===== src/rtl/rca_arbiter_pkg.sv =====
// Shared types for the two-requester ripple-carry adder arbiter.
//   state_e  : burst FSM state (IDLE, LOCK); LOCK only exists in the
//              RCA_CHAIN_EN build.
//   req_id_t : index of a requester (0 or 1).
//   rr_pick  : round-robin pick between two requesters.
package rca_arbiter_pkg;

  typedef enum logic {
    IDLE = 1'b0,
    LOCK = 1'b1
  } state_e;

  typedef logic req_id_t;

  localparam req_id_t REQ0 = 1'b0;
  localparam req_id_t REQ1 = 1'b1;

  // With both requesters valid the favoured one wins; with only one valid
  // that one wins. With none valid the result is unused (REQ0).
  function automatic req_id_t rr_pick(input logic v0, input logic v1,
                                      input req_id_t prio);
    if (v0 && v1) return prio;
    else if (v1)  return REQ1;
    else          return REQ0;
  endfunction

endpackage


===== src/rtl/ripple_carry.sv =====
// Plain SIZE-bit ripple-carry adder built from a chain of full adders.
// Ports:
//   a_i, b_i : operands (SIZE bits)
//   cin_i    : carry into bit 0
//   sum_o    : (a + b + cin) mod 2^SIZE
//   cout_o   : carry out of bit SIZE-1
module ripple_carry #(
  parameter int SIZE = 8
) (
  input  logic [SIZE-1:0] a_i,
  input  logic [SIZE-1:0] b_i,
  input  logic            cin_i,
  output logic [SIZE-1:0] sum_o,
  output logic            cout_o
);

  logic [SIZE:0] carry;

  assign carry[0] = cin_i;

  for (genvar i = 0; i < SIZE; i++) begin : g_fa
    assign sum_o[i]     = a_i[i] ^ b_i[i] ^ carry[i];
    assign carry[i + 1] = (a_i[i] & b_i[i]) | (carry[i] & (a_i[i] ^ b_i[i]));
  end

  assign cout_o = carry[SIZE];

endmodule


===== src/rtl/rca_arbiter.sv =====
// Two requesters share one ripple-carry adder through a round-robin
// arbiter; the sum lands in a single result register one edge after the
// beat is accepted.
//
// Handshake: a beat transfers on a rising edge where reqN_valid and
// reqN_ready are both 1; a result transfers where rsp_valid and rsp_ready
// are both 1. Valid never depends on ready; ready may depend on valid.
//
// Build option: define RCA_CHAIN_EN for multi-word bursts. A beat with
// last=0 locks the arbiter to its requester (IDLE -> LOCK) and the adder
// carry is stored and used as carry-in for that requester's next beat.
// Without the macro every beat is final and reqN_last is ignored.
//
// Ports:
//   clk, rst_n                  clock, async active-low reset
//   reqN_valid/ready            requester N handshake (N = 0,1)
//   reqN_a, reqN_b, reqN_cin    operands and carry-in
//   reqN_last                   final beat of a burst
//   rsp_valid/ready             result handshake
//   rsp_id, rsp_sum, rsp_cout   owner, sum and carry-out of the result
//   dbg_state_o, dbg_prio_o     FSM state and favoured requester
//   dbg_last_o                  last flag of the currently granted beat
module rca_arbiter
  import rca_arbiter_pkg::*;
#(
  parameter int SIZE = 8
) (
  input  logic            clk,
  input  logic            rst_n,
  input  logic            req0_valid,
  output logic            req0_ready,
  input  logic [SIZE-1:0] req0_a,
  input  logic [SIZE-1:0] req0_b,
  input  logic            req0_cin,
  input  logic            req0_last,
  input  logic            req1_valid,
  output logic            req1_ready,
  input  logic [SIZE-1:0] req1_a,
  input  logic [SIZE-1:0] req1_b,
  input  logic            req1_cin,
  input  logic            req1_last,
  output logic            rsp_valid,
  input  logic            rsp_ready,
  output logic            rsp_id,
  output logic [SIZE-1:0] rsp_sum,
  output logic            rsp_cout,
  output state_e          dbg_state_o,
  output logic            dbg_prio_o,
  output logic            dbg_last_o
);

  req_id_t         prio_q, prio_d;
  logic            rsp_valid_q, rsp_valid_d;
  logic [SIZE-1:0] rsp_sum_q, rsp_sum_d;
  logic            rsp_cout_q, rsp_cout_d;
  req_id_t         rsp_id_q, rsp_id_d;

  req_id_t         winner;
  logic            gnt_any;
  logic            slot_free;
  logic            accept;
  logic [SIZE-1:0] add_a, add_b, add_sum;
  logic            sel_cin, sel_last, add_cin, add_cout;

`ifdef RCA_CHAIN_EN
  state_e  state_q, state_d;
  req_id_t lock_id_q, lock_id_d;
  logic    carry_q, carry_d;
`endif

  // Grant: round-robin in IDLE; in LOCK only the locked requester may go.
  always_comb begin
    winner  = rr_pick(req0_valid, req1_valid, prio_q);
    gnt_any = req0_valid | req1_valid;
`ifdef RCA_CHAIN_EN
    if (state_q == LOCK) begin
      winner  = lock_id_q;
      gnt_any = (lock_id_q == REQ1) ? req1_valid : req0_valid;
    end
`endif
  end

  // The slot is free when empty or being drained this cycle.
  assign slot_free  = !rsp_valid_q || rsp_ready;
  assign accept     = gnt_any && slot_free;
  assign req0_ready = accept && (winner == REQ0);
  assign req1_ready = accept && (winner == REQ1);

  assign add_a    = (winner == REQ1) ? req1_a    : req0_a;
  assign add_b    = (winner == REQ1) ? req1_b    : req0_b;
  assign sel_cin  = (winner == REQ1) ? req1_cin  : req0_cin;
  assign sel_last = (winner == REQ1) ? req1_last : req0_last;

`ifdef RCA_CHAIN_EN
  // Continuation beats take the carry left by the previous word.
  assign add_cin = (state_q == LOCK) ? carry_q : sel_cin;
`else
  assign add_cin = sel_cin;
`endif

  ripple_carry #(
    .SIZE (SIZE)
  ) u_adder (
    .a_i    (add_a),
    .b_i    (add_b),
    .cin_i  (add_cin),
    .sum_o  (add_sum),
    .cout_o (add_cout)
  );

  always_comb begin
    rsp_valid_d = rsp_valid_q;
    rsp_sum_d   = rsp_sum_q;
    rsp_cout_d  = rsp_cout_q;
    rsp_id_d    = rsp_id_q;
    prio_d      = prio_q;
`ifdef RCA_CHAIN_EN
    state_d     = state_q;
    lock_id_d   = lock_id_q;
    carry_d     = carry_q;
`endif
    if (accept) begin
      // A drain in the same cycle is simply overwritten: no bubble.
      rsp_valid_d = 1'b1;
      rsp_sum_d   = add_sum;
      rsp_cout_d  = add_cout;
      rsp_id_d    = winner;
`ifdef RCA_CHAIN_EN
      if (sel_last) begin
        state_d = IDLE;
        prio_d  = req_id_t'(~winner);
      end else begin
        // Mid-burst: hold the requester and keep prio where it was.
        state_d   = LOCK;
        lock_id_d = winner;
        carry_d   = add_cout;
      end
`else
      prio_d = req_id_t'(~winner);
`endif
    end else if (rsp_ready) begin
      rsp_valid_d = 1'b0;
    end
  end

  always_ff @(posedge clk or negedge rst_n) begin
    if (!rst_n) begin
      rsp_valid_q <= 1'b0;
      rsp_sum_q   <= '0;
      rsp_cout_q  <= 1'b0;
      rsp_id_q    <= REQ0;
      prio_q      <= REQ0;
`ifdef RCA_CHAIN_EN
      state_q     <= IDLE;
      lock_id_q   <= REQ0;
      carry_q     <= 1'b0;
`endif
    end else begin
      rsp_valid_q <= rsp_valid_d;
      rsp_sum_q   <= rsp_sum_d;
      rsp_cout_q  <= rsp_cout_d;
      rsp_id_q    <= rsp_id_d;
      prio_q      <= prio_d;
`ifdef RCA_CHAIN_EN
      state_q     <= state_d;
      lock_id_q   <= lock_id_d;
      carry_q     <= carry_d;
`endif
    end
  end

  assign rsp_valid  = rsp_valid_q;
  assign rsp_sum    = rsp_sum_q;
  assign rsp_cout   = rsp_cout_q;
  assign rsp_id     = rsp_id_q;
  assign dbg_prio_o = prio_q;
  assign dbg_last_o = sel_last;
`ifdef RCA_CHAIN_EN
  assign dbg_state_o = state_q;
`else
  assign dbg_state_o = IDLE;
`endif

endmodule


===== config.mk =====
export PLATFORM = sky130hd
export DESIGN_NAME = rca_arbiter
export DESIGN_NICKNAME = d
export VERILOG_FILES = /design/src/rtl/rca_arbiter_pkg.sv /design/src/rtl/ripple_carry.sv /design/src/rtl/rca_arbiter.sv
export SDC_FILE = /design/constraint.sdc
export NUM_CORES = 1
export LEC_CHECK = 0
export BUFFER_PORTS_ARGS = -buffer_cell sky130_fd_sc_hd__buf_2
export CAP_MARGIN = 20
export CORE_UTILIZATION = 44
export CTS_BUF_LIST = sky130_fd_sc_hd__clkbuf_16
export CTS_CLUSTER_SIZE = 12
export DETAILED_ROUTE_END_ITERATION = 10
export GPL_ROUTABILITY_DRIVEN = 0
export GPL_TIMING_DRIVEN = 0
export PLACE_DENSITY = 0.84
export SLEW_MARGIN = 20
export SYNTH_ARGS = -nofsm -noshare
export SYNTH_HDL_FRONTEND = slang
export SYNTH_SLANG_ARGS = --single-unit
export TNS_END_PERCENT = 10

===== constraint.sdc =====
create_clock -name clk -period 12 [get_ports clk]
set_input_delay 1.2 -clock clk [delete_from_list [all_inputs] [get_ports clk]]
set_output_delay 1.2 -clock clk [all_outputs]
set_load 0.05 [all_outputs]

# Yosys cells after proc, flatten, opt, wreduce, memory -nomap -nowiden
# Index checks and enable logic that the tools add are counted.
# word_totals
register_bits,12
# op_classes
n_mux,8
n_bitwise,42
n_reduce_logical,7
# ops
cell,n
AND 1 bit,16
two-way mux 8 bit,2
XOR 1 bit,16
OR 1 bit,9
two-way mux 1 bit,6
logical AND 1 bit,4
nonzero test 2 bit,1
logical NOT 1 bit,1
logical OR 1 bit,1
inverter 1 bit,1

# Longest topological paths before layout
# depth
word_depth,20
mapped_depth,16
mapped_depth_nobuf,15

# By module
# A second synthesis with hierarchy kept.
# unflattened
cells_unflattened,75
area_unflattened_um2,968.4
# modules_own_cells
mod,cells_per_inst,area_each_um2,instances,seq_area_each_um2
rca_arbiter,57,770.7,1,300.3
ripple_carry,18,197.7,1,0.0

# Worst setup path after synthesis
# OpenSTA, ideal clock, no wires.
# synth_path
path_kind,input to register
start,input port req0_valid
end,register rsp_sum_q[7] (netlist: rsp_sum[7])
path_stages,16
arrival_time_ps,4714
required_ps,11875
n_path_buf,1
path_slack_ps,7162
path_cell_list,inv_2 o21ai_2 buf_4 mux2i_1 fa_1 inv_1 fa_1 fa_1 inv_1 fa_1 fa_1 fa_1 fa_1 inv_1 fa_1 mux2_2
# synth_between
elab_chain_cells,19
word_cells_on_any_way,37
classes_between,mux (4); bitwise (31); reduce/logical (2)
# synth_rtl
element,line,text
"start, declared",rca_arbiter.sv:30,"input logic req0_valid,"
logical AND 1 bit *,rca_arbiter_pkg.sv:22,if (v0 && v1) return prio;
two-way mux 1 bit *,rca_arbiter_pkg.sv:22,
two-way mux 8 bit (on tied branches),"rca_arbiter.sv:89, rca_arbiter.sv:90",
XOR 1 bit,ripple_carry.sv:23,assign carry[i + 1] = (a_i[i] & b_i[i]) | (carry[i] & (a_i[i] ^ b_i[i]));
AND 1 bit,ripple_carry.sv:23,
OR 1 bit,ripple_carry.sv:23,
AND 1 bit,ripple_carry.sv:23,
OR 1 bit,ripple_carry.sv:23,
[4 not listed],--,
AND 1 bit,ripple_carry.sv:23,
OR 1 bit,ripple_carry.sv:23,
AND 1 bit,ripple_carry.sv:23,
OR 1 bit,ripple_carry.sv:23,
AND 1 bit,ripple_carry.sv:23,
OR 1 bit,ripple_carry.sv:23,
XOR 1 bit *,ripple_carry.sv:22,assign sum_o[i] = a_i[i] ^ b_i[i] ^ carry[i];
via add_sum[7],rca_arbiter.sv:62,"logic [SIZE-1:0] add_a, add_b, add_sum;"
"end signal, assigned",rca_arbiter.sv:160,rsp_sum_q <= rsp_sum_d;
"end, declared",rca_arbiter.sv:54,"logic [SIZE-1:0] rsp_sum_q, rsp_sum_d;"
# Mark *: on every way through the listed nets, which the timed path passes. The rest lies on a longest branch.
# A chain may end at the register's enable or synchronous reset.

# Worst setup path after layout
# Ends and elaborated chain as after synthesis.

==> results.txt <==
Clock slew at reported path FFs: 0.04 ns
Setup slack at placement: 6.79 ns
Simple-gate share of the synthesized area: 0.0320
Post-synth top area cell: dfrtp_1
Global routing's busiest layer: met2
Synth Area in Compound Gates: 0.108
CTS Sinks: 12
Fin area: 1240 µm²
Post-CTS sizing: 0
Most common cell on crit path: fa_1
FILL cells: 144
Worst path cell trace: buf_2 > inv_2 > o21ai_2 > buf_4 > mux2i_1 > fa_1 > inv_1 > fa_1 > fa_1 > inv_1 > fa_1 > fa_1 > fa_1 > fa_1 > inv_1 > fa_1 > mux2_2
Final worst slack: 7.02 ns
Final setup fails: 0
Synth Area in XOR/XNOR: 0
Hold_sp: rsp_id$_DFFE_PN0P_
Crit. End Element: register
Post-DP HPWL: 1.66 mm
Peak supply drop: 0.110 mV
Total die area: 2130 µm²
Post-CTS Setup Bufs: 0
Synth Warn #: 0
Final Hold Fails: 0
Avg Synthesized Cell Area: 11.9 µm²
Sequential share of the synthesized area: 0.349
CTS root buf: clkbuf_16
Max cap viols: 0
Setup TNS: 0 ns
Kind of critical path: input pin to register
Core Box Area: 1780 µm²
Arrival @ worst endpoint: 5.10 ns
Synth Net Count: 121
Die Y: 46.2 µm
Port buffer count: 55
FP Rows: 15
P_int: 0.000130 W
Skew final: 0.000689 ns
Worst hold path depth: 1
Most frequent cells after synthesis: dfrtp_1 (12), mux2i_1 (11), o21ai_0 (10), fa_1 (8), mux2_1 (7)
Num ports: 57
CP max stage delay: 0.44 ns
Mapped cell area: 860 µm²
Iter 0 DRT Violations: 7
Wirelength per Cell: 12.8 µm
Cell variety after synth: 19
Number of antenna violations at the first check in global routing: 0
Met2 usage: 0.318
Sequential share of power: 0.261
Unrepaired setup endpoints after global routing: false
Post-Route Utilization: 0.698
GR Util met1: 0.279
H-tree Lvls: 1
Top-count cell post-synth: dfrtp_1
Worst hold-check path type: register to register
Synth Area in Adders: 0.186
Minimum clock period: 4.98 ns
NetSw: 0.000101 W
Top cells by area, synth: dfrtp_1 (35%), fa_1 (19%), mux2i_1 (13%)
Ant diodes: 0
RR Endpoint: rsp_sum[7]$_DFFE_PN0P_
Global-route wire length before repair: 3.10 mm
Maximum fanout along the worst path: 10
Routed via count: 754
Comb power frac: 0.471
Internal reg-to-reg setup slack: 7.75 ns
Largest net degree at the start of global routing: 13
Cell Area, Placed: 1170 µm²
Reg2reg start: dbg_prio_o$_DFFE_PN0P_
Max frequency: 0.201 GHz
Pre-Repair DR Iteration Count: 4
Grt total ovfl: 0
Hold path endpoint: rsp_id$_DFFE_PN0P_
Total power: 0.000230 W
Syn Inst Count: 72
Leak Pwr: 0.650 nW
Vias in the first global route: 727
Status: complete, no violations
Crit start category: input pin
Die Span X: 46.2 µm
Post-synth EDFFs: 0
Synth Flop Type: dfrtp_1
M3 GR Usage: 0.0392
Cell Pwr Density: 185 nW/µm²
Nets@finish: 181
Final period utilization: 0.415
Drt drc: 0
Routed Wire Length: 2.00 mm
Bufs on Longest Clock Path: 2
Main combinational cell family by area after synthesis: multiplexers
Area growth syn-to-layout: 44.8%
Number of CTS-inserted buffers: 3
Reg2Reg Depth: 15
Slew Viols, Final: 0
Area fraction of the dominant cell type after synthesis: 0.349
Yosys reg bits: 12
Post-synthesis mux area share: 0.272
GRT Util Overall: 0.208
Post-synth ARST share: 1.00
Post-route antenna net violation count: 0
Layout cell share with drive strength beyond 1: 0.519
Post-CTS Hold Fix Bufs: 0
Data required, critical path: 12.12 ns
Initial Util: 0.482
Sw Ratio: 0.436
CTS tree: built
Post-DR vias/cell: 4.83
Clock network fraction of total power: 0.268
Slowest CP cell: fa_1
Clock Latency Late Sink: 0.24 ns
==> logic make-up (layout without fill, tap and decap cells) <==
logic type,after synthesis,in the layout
other,1,1
flip-flops,12,12
buffers and inverters,7,66
multiplexers,22,22
adder cells (fa/ha/maj),8,8
AO/OA/AOI/OAI,16,16
AND/OR/NAND/NOR,6,6
==> power groups by stage <==
| stage | clock [W] | combinational, W | sequential [W] |
|---|---|---|---|
| finish | 0.0000618 | 0.000109 | 0.0000601 |
| global route | 0.0000662 | 0.000117 | 0.0000612 |
| CTS | 0.0000628 | 0.000110 | 0.0000601 |
| detailed placement | 0 | 0.000109 | 0.0000607 |
| global placement | 0 | 0.000107 | 0.0000597 |
| floorplan | 0 | 0.0000349 | 0.000105 |
==> sequential cells by signal, summed over array words and instances, names as in the netlist <==
signal and count:
dbg_prio_o 1, rsp_valid 1, rsp_id 1, rsp_sum 8, rsp_cout 1
==> cells in the final DEF, fill, tap and decap left out <==
master     count
o21ai_0       10
clkbuf_16      3
buf_4          2
mux2i_1       11
o2bb2ai_1      1
conb_1         1
buf_2         55
a31oi_1        1
a21oi_1        2
clkinv_1       1
o21ai_2        2
fa_1           8
inv_1          3
inv_2          1
dfrtp_1       12
mux2_2         4
buf_6          1
nand2b_1       1
nor2b_1        1
nand2_1        2
nor2_1         2
mux2_1         7
==> critical path: cells and delay by family <==
kind / cells / cell delay [ns]
muxes: 2 / 0.39
buffers and inverters: 6 / 0.63
adders and majority gates: 8 / 2.71
AOI/OAI and AO/OA: 1 / 0.16
==> worst max path at each step <==
stage	slack, ns	endpoint	cells past startpoint	from
finish	7.02	rsp_sum[7]$_DFFE_PN0P_	17	req0_valid
global route	6.86	rsp_sum[7]$_DFFE_PN0P_	17	req0_valid
CTS	7.02	rsp_sum[7]$_DFFE_PN0P_	17	req0_valid
detailed placement	6.79	rsp_sum[7]$_DFFE_PN0P_	17	req0_valid
global placement	6.84	rsp_sum[7]$_DFFE_PN0P_	17	req0_valid
floorplan	7.16	rsp_sum[7]$_DFFE_PN0P_	16	req0_valid
==> through the flow <==
step	hold WS, ns	cells
4_1_cts	0.493	156
3_5_place_dp	0.470	152
3_3_place_gp	0.469	152
5_1_grt	0.510	156
6_report	0.484	156
2_1_floorplan	0.785	72
==> cell type report <==
class | count | area [µm²] | share of cell area
clock inverters | 1 | 3.75 | 0.00302
plain buffers | 3 | 26.3 | 0.0211
flip-flops and latches | 12 | 300 | 0.241
inverters | 4 | 15.0 | 0.0121
repair buffers | 55 | 275 | 0.221
multi-input cells | 53 | 518 | 0.416
well taps | 25 | 31.3 | 0.0251
clock buffers | 3 | 75.1 | 0.0603
==> per-layer routing <==
metal | vias up | wire length, µm
li1 | 368 | -
met1 | 345 | 835
met2 | 34 | 1010
met3 | 7 | 103
met4 | 0 | 51
met5 | - | 0
(Power assumes the default switching activity.)
